[src/rtl/mvau_weight_stream.sv]
// Per-PE weight banks streamed in lockstep to the MVAU compute stage.
// A sequencer issues registered reads into a 2-entry output buffer; a host port reloads words live.
module mvau_weight_stream #(
    parameter int SIMD         = 2,
    parameter int PE           = 2,
    parameter int TW           = 1,
    parameter int WMEM_DEPTH   = 4,
    parameter int WMEM_ADDR_BW = 2,
    parameter     INIT_FILE    = "",
    localparam int PE_BW       = (PE > 1) ? $clog2(PE) : 1,
    localparam int WW          = SIMD * TW
) (
    input  logic                    aclk,
    input  logic                    aresetn,
    input  logic                    rewind,
    input  logic                    wr_en,
    input  logic [PE_BW-1:0]        wr_pe,
    input  logic [WMEM_ADDR_BW-1:0] wr_addr,
    input  logic [WW-1:0]           wr_data,
    output logic [PE*WW-1:0]        wmem_out,
    output logic [WMEM_ADDR_BW-1:0] wmem_addr_out,
    output logic                    wmem_last,
    output logic                    wmem_valid,
    input  logic                    wmem_ready
);

    localparam logic [WMEM_ADDR_BW-1:0] LAST_ADDR = WMEM_ADDR_BW'(WMEM_DEPTH - 1);

    logic [WMEM_ADDR_BW-1:0] rd_addr_q, rd_addr_d;
    logic [WMEM_ADDR_BW-1:0] inflight_addr_q;
    logic                    inflight_q;
    logic [1:0]              occ_q, occ_d;
    logic [PE*WW-1:0]        buf_data_q [2];
    logic [PE*WW-1:0]        buf_data_d [2];
    logic [WMEM_ADDR_BW-1:0] buf_addr_q [2];
    logic [WMEM_ADDR_BW-1:0] buf_addr_d [2];
    logic [PE*WW-1:0]        rd_data;
    logic                    pop;
    logic                    issue;
    logic                    slot;
    logic [2:0]              pending;

    assign pop = (occ_q != 2'd0) && wmem_ready;

    // Counting the slot freed by this cycle's pop keeps a steady stream at one word per cycle.
    assign pending = 3'(occ_q) + 3'(inflight_q) - 3'(pop);
    assign issue   = !rewind && (pending < 3'd2);

    // Banks carry no reset: contents survive aresetn, and writes still land while it is held.
    for (genvar gi = 0; gi < PE; gi++) begin : g_bank
        logic [WW-1:0] mem [WMEM_DEPTH];
        logic [WW-1:0] rd_q;

        always_ff @(posedge aclk) begin
            if (wr_en && (wr_pe == PE_BW'(gi))) begin
                mem[wr_addr] <= wr_data;
            end
            if (issue) begin
                rd_q <= mem[rd_addr_q];
            end
        end

        assign rd_data[gi*WW +: WW] = rd_q;
    end

    always_comb begin
        rd_addr_d = rd_addr_q;
        if (issue) begin
            rd_addr_d = (rd_addr_q == LAST_ADDR) ? '0 : rd_addr_q + 1'b1;
        end
    end

    always_comb begin
        buf_data_d = buf_data_q;
        buf_addr_d = buf_addr_q;
        slot       = (occ_q == 2'd2) || ((occ_q == 2'd1) && !pop);
        if (pop) begin
            buf_data_d[0] = buf_data_q[1];
            buf_addr_d[0] = buf_addr_q[1];
        end
        if (inflight_q) begin
            buf_data_d[slot] = rd_data;
            buf_addr_d[slot] = inflight_addr_q;
        end
        occ_d = occ_q + {1'b0, inflight_q} - {1'b0, pop};
    end

    always_ff @(posedge aclk or negedge aresetn) begin
        if (!aresetn) begin
            rd_addr_q       <= '0;
            inflight_q      <= 1'b0;
            inflight_addr_q <= '0;
            occ_q           <= 2'd0;
            for (int i = 0; i < 2; i++) begin
                buf_data_q[i] <= '0;
                buf_addr_q[i] <= '0;
            end
        end else if (rewind) begin
            rd_addr_q  <= '0;
            inflight_q <= 1'b0;
            occ_q      <= 2'd0;
        end else begin
            rd_addr_q       <= rd_addr_d;
            inflight_q      <= issue;
            inflight_addr_q <= rd_addr_q;
            occ_q           <= occ_d;
            buf_data_q      <= buf_data_d;
            buf_addr_q      <= buf_addr_d;
        end
    end

    assign wmem_out      = buf_data_q[0];
    assign wmem_addr_out = buf_addr_q[0];
    assign wmem_last     = (buf_addr_q[0] == LAST_ADDR);
    assign wmem_valid    = (occ_q != 2'd0);

endmodule
[config.mk]
export PLATFORM = sky130hd
export DESIGN_NAME = mvau_weight_stream
export DESIGN_NICKNAME = d
export VERILOG_FILES = /design/src/rtl/mvau_weight_stream.sv
export SDC_FILE = /design/constraint.sdc
export NUM_CORES = 1
export LEC_CHECK = 0
export ABC_AREA = 1
export BUFFER_PORTS_ARGS = -buffer_cell sky130_fd_sc_hd__buf_2
export CORE_MARGIN = 8
export CORE_UTILIZATION = 35
export CTS_BUF_LIST = sky130_fd_sc_hd__clkbuf_2
export DETAILED_ROUTE_END_ITERATION = 10
export SLEW_MARGIN = 20
export SYNTH_ARGS = -nofsm -noshare
export SYNTH_HDL_FRONTEND = slang
export SYNTH_SLANG_ARGS = --single-unit
export TNS_END_PERCENT = 50
[constraint.sdc]
create_clock -name aclk -period 2.6 [get_ports aclk]
set_input_delay 0.26 -clock aclk [delete_from_list [all_inputs] [get_ports aclk]]
set_output_delay 0.26 -clock aclk [all_outputs]
set_load 0.01 [all_outputs]
==> results of run 1 <==
-- Yosys cell counts --
cell type / number
buf_2: 2
buf_4: 6
buf_6: 2
clkbuf_1: 1
clkinv_1: 1
dfrtp_1: 19
edfxtp_1: 20
fa_1: 1
ha_1: 3
inv_1: 19
inv_2: 3
nand2_1: 32
nand2_2: 5
nand2_8: 1
nand3_1: 27
nand4_1: 1
nand4_4: 1
nor2_1: 11
nor3_1: 8
o21ai_0: 12
o21ai_2: 7
o22ai_1: 4
-- report_power, final --
group	leakage (µW)	switching, µW	internal, µW
logic	0.000432	505	303
registers	0.000426	139	836
clock network	0.0000288	198	61.7
-- worst min-delay path by stage --
stage / from / to / cells past startpoint
5_1_grt: wr_data[0] / g_bank[0].mem[0][0] / 1
3_3_place_gp: aresetn / wmem_out[3] / 1
2_1_floorplan: aresetn / async pin / 0
4_1_cts: wr_data[0] / g_bank[0].mem[0][0] / 1
3_5_place_dp: aresetn / wmem_out[2] / 1
6_report: wr_data[1] / g_bank[0].mem[1][1] / 1
-- area by class of cell --
type / instances / area share, %
flip-flops and latches: 39 / 53.7
multi-input cells: 113 / 30.9
repair buffers: 18 / 4.74
well taps: 70 / 4.37
inverters: 23 / 4.31
clock buffers: 5 / 1.25
clock inverters: 2 / 0.687
-- routing by layer --
layer	up-vias	track usage, %
met5	-	0
met4	0	4.08
met3	5	3.40
met2	26	15.9
met1	549	10.5
li1	650	-
-- critical path: cells and delay by family (launching register included) --
family        cells  cell delay [ns]
fa+ha+maj         3             0.88
buf+inv           5             0.50
simple gates      3             0.34
flops             1             0.48
-- through the flow --
step	hold WS, ns	power [µW]	utilization, %	instance area [µm²]
after floorplan	-0.0356	1650	-	1860
after global placement	0.234	1790	38.0	1950
after detailed placement	0.236	1810	38.0	1950
after CTS	0.132	2070	39.0	2000
after global routing	0.100	2240	39.0	2000
final	0.152	2040	39.0	2000
-- kinds of logic (layout without fill, tap and decap cells) --
group	Yosys count	after routing	share of synthesized area [%]
adder cells (fa/ha/maj)	4	4	3.09
AND/OR/NAND/NOR	86	86	22.3
flip-flops	39	39	57.8
AO/OA/AOI/OAI	23	23	7.86
buffers and inverters	34	48	9.00
-- what timing repair did --
action / CTS / global route
hold buffers: 1 / 0
resized for setup: 0 / 2
endpoints found under the hold margin: 19 / 0
endpoints found under the setup margin: 0 / 6
==> qor.txt, run 1 <==
placeable core region -> 5140 µm²
total wirelength of the detailed-routed design -> 3250 µm
area overhead of the layout relative to synthesis -> 7.59%
Maximum Capacitance Violations -> 0
maximum VDD drop -> 0.327 mV
clock-pin transition on the worst setup and hold timing paths -> 0.20 ns
leakage power summed over all cells -> 0.000887 µW
final setup violation count -> 0
leading cell type in the layout, fill and taps excluded -> nand2_1
minimum clock period after layout -> 2.45 ns
number of iterations in the first detailed-routing pass -> 4
most area-hungry cell type in the Yosys netlist -> edfxtp_1
Net Count, Synth -> 200
number of CTS-inserted buffers -> 5
effective utilization at floorplan -> 36.2%
port bufs -> 17
post-synthesis sequential area ratio -> 57.8%
data arrival time at the worst-slack endpoint -> 2.57 ns
cell repeated most along the worst path -> inv_1
worst-case setup slack after placement -> 0.0879 ns
global-route total usage across every layer -> 9.45%
post-route antenna net violation count -> 0
overflow left after global routing -> 0
Placed Instances -> 262
via total after detailed routing -> 1230
first-pass GRT wire length -> 5780 µm
die outline height -> 89.0 µm
number of antenna violations at the first check in global routing -> 0
number of design rule violations left after detail routing -> 0
number of library cell types mapped by synthesis -> 22
count of filler cells inserted in the layout -> 541
Reg2Reg Launch Point -> occ_q[1]
post-route clock period utilization -> 94.2%
ordered list of cells on the worst path -> inv_2 -> nand2_8 -> nand2_2 -> inv_1 -> ha_1 -> inv_1 -> ha_1 -> fa_1 -> inv_1 -> nand4_1 -> inv_2
Clock H-tree levels -> 2
end of the worst register-to-register path -> g_bank[1].rd_q[0]
Post-Synthesis Cell Area -> 1860 µm²
skew final -> 0.00745 ns
detailed-routed wire length on met3 -> 209 µm
Antenna Cells -> 0
Post-Syn Instances -> 186
number of warnings reported in the yosys synthesis log -> 0
Yosys top cell area share -> 32.2%
Core Rows -> 26
Via density -> 4.56
routed length on met2 -> 1510 µm
Worst EP required -> 2.72 ns
PD cells -> 1020 nW/µm²
total setup buffers inserted after CTS -> 0
pins over their slew limit -> 0
capture point of the critical path -> g_bank[1].rd_q[0]
top library cells by usage in the layout, fill and taps aside -> nand2_1, nand3_1, edfxtp_1, inv_1, dfrtp_1
slew at the pin closest to its max-slew limit -> 0.439 ns
CTS tree -> yes
num ports -> 18
Routability Congestion -> 0.766
CTS root buf -> clkbuf_2
number of design-rule violations left by the first detailed-router iteration -> 45
die area -> 7910 µm²
TritonCTS sink count -> 39
pin count of the biggest net entering global routing -> 20
multi-input logic area -> 619 µm²
via count of the first global-routing pass -> 1303
mean area per synthesized cell -> 10.0 µm²
worst min-delay path category -> in -> reg
run status -> finished clean
highest clock frequency the design can meet -> 408 MHz
half-perimeter wire length after detailed placement -> 2390 µm
#FFs+latches synth -> 39
type of destination of the critical path -> flip-flop
Hold Fails Final Rpt -> 0
cell with the biggest individual delay on the critical path -> dfrtp_2
final total negative setup slack -> 0 ns
Layout Cells excl Fill -> 270
Top Layer Used -> met4
critical path launch point type -> flip-flop
dominant cells by area after synthesis -> edfxtp_1, dfrtp_1, nand3_1
setup slack of the most critical reg-to-reg path -> 0.15 ns
final critical-path setup slack -> 0.150 ns
first element of the critical path -> occ_q[1]
Worst R2R Path Depth -> 11
die width -> 89.0 µm
Max Fanout on Critical Path -> 10
critical path class -> reg -> reg
proportion of layout cells with a drive suffix above 1 -> 21.5%
delay of the slowest critical-path stage -> 0.48 ns
RSZ-0062 raised after global routing -> no
Routed wire per std cell -> 12.0 µm
sequential cell area -> 1080 µm²
net count reported at finish -> 214
M1 WL -> 1490 µm
maximum count of clock buffers along a single path -> 2
Clock Latency Late Sink -> 0.38 ns
slew margin rel. -> 70.7%
No activity file was read; power rests on OpenSTA's default activity.
==> inputs of run 2 (changes only) <==
Settings changed: MAX_ROUTING_LAYER set to met4.
==> run 2 against run 1 <==
Routed wire length is the same. Count of clock-buffer cells in the layout is the same. Hold slack about the same. Sequential power hardly changed. Sequential share of layout area unchanged. Critical endpoint unchanged. Utilization unchanged.
==> qor.txt, run 2 (synthesis results as in run 1) <==
run status -> finished clean
final setup violation count -> 0
Overall Power -> 2040 µW
multi-input logic area -> 619 µm²
first-pass GRT wire length -> 5770 µm
Clock Latency Late Sink -> 0.38 ns
proportion of layout cells with a drive suffix above 1 -> 21.5%
die width -> 89.0 µm
final total negative setup slack -> 0 ns
maximum count of clock buffers along a single path -> 2
sequential cell area -> 1080 µm²
Worst EP required -> 2.72 ns
area overhead of the layout relative to synthesis -> 7.59%
Antenna Cells -> 0
global-route total usage across every layer -> 9.70%
delay of the slowest critical-path stage -> 0.48 ns
minimum clock period after layout -> 2.45 ns
port bufs -> 17
die area -> 7910 µm²
critical path launch point type -> flip-flop
via total after detailed routing -> 1227
via count of the first global-routing pass -> 1307
number of design-rule violations left by the first detailed-router iteration -> 42
slew margin rel. -> 70.7%
type of destination of the critical path -> flip-flop
Top delay family on crit path -> adder cells
number of iterations in the first detailed-routing pass -> 4
maximum VDD drop -> 0.327 mV
Via density -> 4.54
Core Rows -> 26
Routed wire per std cell -> 12.0 µm
post-route clock period utilization -> 94.2%
top library cells by usage in the layout, fill and taps aside -> nand2_1, nand3_1, edfxtp_1, inv_1, dfrtp_1
total setup buffers inserted after CTS -> 0
Hold Fails Final Rpt -> 0
leakage power summed over all cells -> 0.000887 µW
buffers and inverters on the worst path -> 5
Routability Congestion -> 0.776
CTS root buf -> clkbuf_2
data arrival time at the worst-slack endpoint -> 2.57 ns
count of filler cells inserted in the layout -> 541
cell repeated most along the worst path -> inv_1
post-route antenna net violation count -> 0
RSZ-0062 raised after global routing -> no
Clock H-tree levels -> 2
half-perimeter wire length after detailed placement -> 2390 µm
number of design rule violations left after detail routing -> 0
TritonCTS sink count -> 39
cell with the biggest individual delay on the critical path -> dfrtp_2
clock-pin transition on the worst setup and hold timing paths -> 0.20 ns
skew final -> 0.00749 ns
setup slack of the most critical reg-to-reg path -> 0.15 ns
net count reported at finish -> 214
pin count of the biggest net entering global routing -> 20
worst min-delay path category -> in -> reg
highest clock frequency the design can meet -> 408 MHz
Maximum Capacitance Violations -> 0
placeable core region -> 5140 µm²
critical path class -> reg -> reg
total wirelength of the detailed-routed design -> 3250 µm
die outline height -> 89.0 µm
num ports -> 18
leading cell type in the layout, fill and taps excluded -> nand2_1
effective utilization at floorplan -> 36.2%
overflow left after global routing -> 0
slew at the pin closest to its max-slew limit -> 0.439 ns
PD cells -> 1020 nW/µm²
number of CTS-inserted buffers -> 5
number of antenna violations at the first check in global routing -> 0
ordered list of cells on the worst path -> inv_2 -> nand2_8 -> nand2_2 -> inv_1 -> ha_1 -> inv_1 -> ha_1 -> fa_1 -> inv_1 -> nand4_1 -> inv_2
CTS tree -> yes
Max Fanout on Critical Path -> 10
pins over their slew limit -> 0
==> run 2: cell counts in the layout (fill, tap and decap cells not counted) <==
Identical to the previous run, type by type.
==> run 2: layer usage <==
layer	global-route usage, %	up-vias	routed length [µm]
li1	-	650	-
met1	10.6	548	1500
met2	15.9	24	1510
met3	3.22	5	190
met4	4.08	0	38
met5	-	-	0
==> run 2: what timing repair did <==
| item | 4_1_cts | 5_1_grt |
|---|---|---|
| hold buffers | 1 | 0 |
| endpoints found under the setup margin | 0 | 6 |
| endpoints found under the hold margin | 19 | 0 |
| gates resized for setup | 0 | 2 |
==> run 2: through the flow <==
stage	setup slack (ns)	area (µm²)	cells	hold slack (ns)	util [%]
after floorplan	0.291	1860	186	-0.0356	-
after global placement	0.140	1950	262	0.234	38.0
after detailed placement	0.0879	1950	262	0.236	38.0
after CTS	0.0615	2000	270	0.132	39.0
after global routing	0.0119	2000	270	0.100	39.0
final	0.150	2000	270	0.152	39.0
==> run 2: area by class of cell <==
cell class	instances	area share, %
clock buffer	5	1.25
clock inverter	2	0.687
inverter	23	4.31
timing repair buffer	18	4.74
multi-input combinational	113	30.9
tap	70	4.37
sequential	39	53.7
==> run 2: path summary, 6_finish.rpt <==
kind,from,to,depth (start not counted)
worst min-delay path,wr_data[1],g_bank[0].mem[1][1],1
min in group asynchronous,aresetn,inflight_addr_q[1],2
worst max-delay path,occ_q[1],g_bank[1].rd_q[0],11
worst max register to register,occ_q[1],g_bank[1].rd_q[0],11
worst min register to register,inflight_addr_q[1],inflight_addr_q[1],2
max in group asynchronous,aresetn,occ_q[1],2
==> run 2: power by group <==
group	internal, µW	leakage, µW	switching, µW
Combinational	303	0.000432	505
Clock	61.7	0.0000288	198
Sequential	836	0.000426	139
Total	1200	0.000887	841
